--- config.mk ---
export PLATFORM = sky130hd
export DESIGN_NAME = mem_access_controller
export DESIGN_NICKNAME = d
export VERILOG_FILES = /design/src/rtl/mem_access_controller.sv
export SDC_FILE = /design/constraint.sdc
export NUM_CORES = 1
export LEC_CHECK = 0
export ABC_AREA = 1
export CORE_UTILIZATION = 45
export CTS_CLUSTER_DIAMETER = 80
export DETAILED_ROUTE_END_ITERATION = 10
export HOLD_SLACK_MARGIN = 0.1
export PLACE_DENSITY = 0.86
export REMOVE_ABC_BUFFERS = 1
export SLEW_MARGIN = 20
export SYNTH_ARGS = -nofsm -noshare
export SYNTH_HDL_FRONTEND = slang
export SYNTH_SLANG_ARGS = --single-unit
--- constraint.sdc ---
create_clock -name clk -period 2.72 [get_ports clk]
set_clock_uncertainty 0.15 [all_clocks]
set_input_delay 0.816 -clock clk [delete_from_list [all_inputs] [get_ports clk]]
set_output_delay 0.816 -clock clk [all_outputs]
set_load 0.02 [all_outputs]
--- src/rtl/mem_access_controller.sv ---
// mem_access_controller
//   Sequential initiator for an 8x8 bit-memory array. Accepts one host
//   request at a time on a valid/ready channel and turns it into a timed
//   array access: SETUP (direction/data driven, no select), STROBE
//   (one-hot select for STROBE_CYCLES cycles), HOLD (select dropped,
//   direction/data still held). It then presents the result on a
//   valid/ready response channel.
//
// Ports
//   clk, rst_n                  clock, asynchronous active-low reset
//   req_valid/req_ready         host request handshake
//   req_we, req_addr, req_wdata request type, word index, write data
//   rsp_valid/rsp_ready         response handshake
//   rsp_we, rsp_rdata           echoed type, read data (0 for writes)
//   busy                        high whenever the controller is not idle
//   mem_sel                     one-hot word select, bit i -> word cell i
//   mem_rw                      array direction, 1 = write
//   mem_word_in                 data to all word cells
//   mem_word_out                muxed read data from the array
module mem_access_controller #(
  parameter int ADDR_W        = 3,
  parameter int DATA_W        = 8,
  parameter int STROBE_CYCLES = 1
) (
  input  logic                     clk,
  input  logic                     rst_n,
  input  logic                     req_valid,
  output logic                     req_ready,
  input  logic                     req_we,
  input  logic [ADDR_W-1:0]        req_addr,
  input  logic [DATA_W-1:0]        req_wdata,
  output logic                     rsp_valid,
  input  logic                     rsp_ready,
  output logic                     rsp_we,
  output logic [DATA_W-1:0]        rsp_rdata,
  output logic                     busy,
  output logic [(1<<ADDR_W)-1:0]   mem_sel,
  output logic                     mem_rw,
  output logic [DATA_W-1:0]        mem_word_in,
  input  logic [DATA_W-1:0]        mem_word_out
);

  localparam int NUM_WORDS = 1 << ADDR_W;
  localparam logic [3:0] CNT_LAST = 4'(STROBE_CYCLES - 1);

  typedef enum logic [2:0] {
    IDLE,
    SETUP,
    STROBE,
    HOLD,
    RESP
  } state_t;

  state_t              state_reg, state_next;
  logic                we_reg;
  logic [ADDR_W-1:0]   addr_reg;
  logic [DATA_W-1:0]   wdata_reg;
  logic [DATA_W-1:0]   rdata_reg;
  logic [3:0]          cnt_reg;
  logic                strobe_last;
  logic [NUM_WORDS-1:0] sel_decode;

  assign strobe_last = (cnt_reg == CNT_LAST);

  // Address decode of the latched word index; only gated onto mem_sel
  // during STROBE, so the array never sees a select outside that window.
  genvar gi;
  generate
    for (gi = 0; gi < NUM_WORDS; gi++) begin : g_decode
      assign sel_decode[gi] = (addr_reg == ADDR_W'(gi));
    end
  endgenerate

  always_ff @(posedge clk or negedge rst_n) begin
    if (!rst_n) begin
      state_reg <= IDLE;
      we_reg    <= 1'b0;
      addr_reg  <= '0;
      wdata_reg <= '0;
      rdata_reg <= '0;
      cnt_reg   <= '0;
    end else begin
      state_reg <= state_next;
      if (state_reg == IDLE && req_valid) begin
        we_reg    <= req_we;
        addr_reg  <= req_addr;
        wdata_reg <= req_wdata;
        // Writes report zero data, so clear any stale read value here.
        rdata_reg <= '0;
      end
      if (state_reg == STROBE) begin
        if (strobe_last) begin
          cnt_reg <= '0;
          // Sample on the last strobe edge: the array has had the full
          // strobe window to settle its muxed output.
          if (!we_reg) begin
            rdata_reg <= mem_word_out;
          end
        end else begin
          cnt_reg <= cnt_reg + 4'd1;
        end
      end
    end
  end

  always_comb begin
    state_next  = state_reg;
    req_ready   = 1'b0;
    rsp_valid   = 1'b0;
    rsp_we      = 1'b0;
    rsp_rdata   = '0;
    busy        = 1'b1;
    mem_sel     = '0;
    mem_rw      = 1'b0;
    mem_word_in = '0;
    case (state_reg)
      IDLE: begin
        req_ready = 1'b1;
        busy      = 1'b0;
        if (req_valid) begin
          state_next = SETUP;
        end
      end
      SETUP: begin
        mem_rw      = we_reg;
        mem_word_in = we_reg ? wdata_reg : '0;
        state_next  = STROBE;
      end
      STROBE: begin
        mem_sel     = sel_decode;
        mem_rw      = we_reg;
        mem_word_in = we_reg ? wdata_reg : '0;
        if (strobe_last) begin
          state_next = HOLD;
        end
      end
      HOLD: begin
        // Select is already low; direction and data stay put one more
        // cycle so they never move while any word cell is selected.
        mem_rw      = we_reg;
        mem_word_in = we_reg ? wdata_reg : '0;
        state_next  = RESP;
      end
      RESP: begin
        rsp_valid = 1'b1;
        rsp_we    = we_reg;
        rsp_rdata = rdata_reg;
        if (rsp_ready) begin
          state_next = IDLE;
        end
      end
      default: begin
        state_next = IDLE;
      end
    endcase
  end

endmodule
==> metrics <==
status complete, but fails checks; failing checks design-rule violations; final hold viol count 0; worst r2r path cells 6; Tot GR Track Use 20.5%; r2r setup slk 0.99 ns; Yosys warning count 0; proportion of layout cells with a drive suffix above 1 11.8%; initial DRC count 32; diodes inserted 0; Post-synth EDFFs 0; htree depth 1; cts hold-fix bufs 0; dpl ws 0.0897 ns; Worst-Margin Slew 0.338 ns; Layout Nets 282; CTS tree done; vias per cell 4.72; crit path max-delay cell type dfrtp_1; RSZ-0062 raised after global routing true; top-count cell post-synth nand2_1; IO buf count 52; max-cap viol count 0; critical path class flip-flop to output pin; Antenna Nets Post-Route 0; reg2reg end wdata_reg[2]$_DFFE_PN0P_; Synth Instances 197; clock root buffer clkbuf_4; largest net degree at the start of global routing 28; crit path capture mem_word_in[3]; Critical Path Source state_reg[0]$_DFFE_PN0P_; Die Ht 58.0 um; antenna violations before repair 0; gr ovfl total 0; Worst Path Arrival 1.69 ns; Starting Density 49.5%; first-pass GRT wire length 5.38 mm; peak supply drop 550 uV; drt first pass iters 7; post-route worst setup slack 0.0689 ns; die area 3360 sq um; prevailing post-synth register cell dfrtp_1; crit path buf inv count 2; clk slew on worst S/H paths 0.13 ns; post-synthesis register bit count 27; CP Cell Sequence buf_4 > nor2_2 > or2_4 > nor2_1 > dlygate4sd2_1; ys async rst share 100%; Ports 53; via count 1,349; die width 58.0 um; CP Depth 5; Leak Pwr 1.13 nW; area grow syn2layout 38.8%; HPWL Detailed 2.28 mm; commonest cells in the netlist nand2_1 (61), nor2_1 (36), inv_1 (35); Max Freq 377 MHz; CP Max Fanout 10; routability cong. 0.828; CTS Buf Count 3; CP startpoint kind flip-flop; CP endpoint kind output pin; area leader, netlist dfrtp_1; share of the synthesized area in the top cell type 47.9%; Final period util 97.5%; WL/cell 10.6 um; Syn Area/Cell 7.16 sq um; DRC Markers 2; RR Startpoint state_reg[0]$_DFFE_PN0P_; Longest Clk Path Bufs 2; critical path's top delay family simple AND/OR/NAND/NOR gates; aggregate routed wire length 3.02 mm; max-slew violation count 0; WP data required 1.75 ns; final setup vio count 0; vias in the first global route 1,295; clk sinks 27; sequential area share after synthesis 47.9%; clock latency on the worst-skew pair 0.31 ns; Slew HR 77.5%; CP max stage delay 0.44 ns; Worst Hold Class flip-flop to flip-flop; standard-cell rows 19; top post-synthesis cells by area dfrtp_1 (48%), nand2_1 (16%), nor2_1 (9.6%); post-layout min period 2.65 ns; post-synth cell types 20; PD cells 869 nW/um^2; Placeable Area 2850 sq um; post-synthesis cell area 1410 sq um; worst hold margin 0.354 ns
cell type report:
class                      instances  area [sq um]
timing repair buffer              59           497
tap                               31          38.8
sequential                        27           677
clock buffer                       4          26.3
inverter                          35           131
fill                             256           893
multi-input combinational        130           589
cell usage in the layout (no fill, tap or decap):
cell and n:
clkdlybuf4s15_1 1, xnor2_1 1, clkbuf_4 3, inv_1 35, dfrtp_1 26, nand3_1 3
nand3_2 1, nor2_4 1, buf_2 4, buf_4 7, nand2_1 60, clkdlybuf4s50_1 23
o21ai_0 9, nand3b_1 2, ha_1 2, xor2_1 1, nor2_2 3, o31ai_1 1
nand2_2 1, or2_1 1, nand2_4 1, dfrtp_2 1, dlygate4sd2_1 17, clkbuf_2 7
nor2_1 35, or2_4 1, a21oi_1 5, clkbuf_1 1, o21ai_1 2
power by group:
part	internal [mW]	total, mW	switching [mW]
clock	0.0572	0.166	0.109
combinational	0.347	0.890	0.543
sequential	0.539	0.647	0.108
worst min-delay path by stage:
stage | startpoint | end | cells past startpoint | slack (ns)
final | cnt_reg[3]$_DFFE_PN0P_ | cnt_reg[3]$_DFFE_PN0P_ | 1 | 0.35
after global routing | cnt_reg[3]$_DFFE_PN0P_ | cnt_reg[3]$_DFFE_PN0P_ | 1 | 0.38
after CTS | cnt_reg[3]$_DFFE_PN0P_ | cnt_reg[3]$_DFFE_PN0P_ | 1 | 0.36
after detailed placement | wdata_reg[6]$_DFFE_PN0P_ | wdata_reg[6]$_DFFE_PN0P_ | 2 | 0.33
after global placement | cnt_reg[3]$_DFFE_PN0P_ | cnt_reg[3]$_DFFE_PN0P_ | 1 | 0.31
after floorplan | cnt_reg[3]$_DFFE_PN0P_ | cnt_reg[3]$_DFFE_PN0P_ | 1 | 0.29
per-layer routing:
layer	global-route usage, %	up-vias	routed length (um)	part of all wire, %
met4	4.08	0	12	0.40
met5	0	-	0	0
li1	-	697	-	-
met1	25.9	619	1310	43
met3	3.79	2	154	5.1
met2	36.8	31	1550	51
timing repair:
item                                   4_1_cts  5_1_grt
setup endpoints to repair                   29        4
resized for setup                           41       20
endpoints found under the hold margin        0        0
setup buffers                                1        1
pin swaps                                    1        0
stage by stage:
stage / cell area [sq um] / std cells / util, % / setup TNS (ns) / power [mW]
2_1_floorplan: 1380 / 192 / - / 0 / 1.18
3_3_place_gp: 1980 / 280 / 69.4 / 0 / 1.55
3_5_place_dp: 1980 / 280 / 69.4 / 0 / 1.59
4_1_cts: 2000 / 285 / 70.0 / 0 / 1.71
5_1_grt: 1960 / 286 / 68.7 / -0.0529 / 1.86
6_report: 1960 / 286 / 68.7 / 0 / 1.70
logic make-up (layout without fill, tap and decap cells):
group	count (synthesis)	count (layout)	share of synthesized area, %
compound gates	17	17	6.21
simple gates	109	109	31.6
fa+ha+maj	2	2	1.77
flops	27	27	47.9
buf+inv	40	98	11.3
xor+xnor	2	2	1.24
worst reg2reg max path, cell delays in order, from the launching register on:
cell and delay (ns):
dfrtp_1 0.44, buf_4 0.16, nor2_4 0.14, nand3_2 0.28
buf_4 0.30, nand2_1 0.07, o21ai_0 0.08
Note: power is estimated with default switching activity, not from simulation.
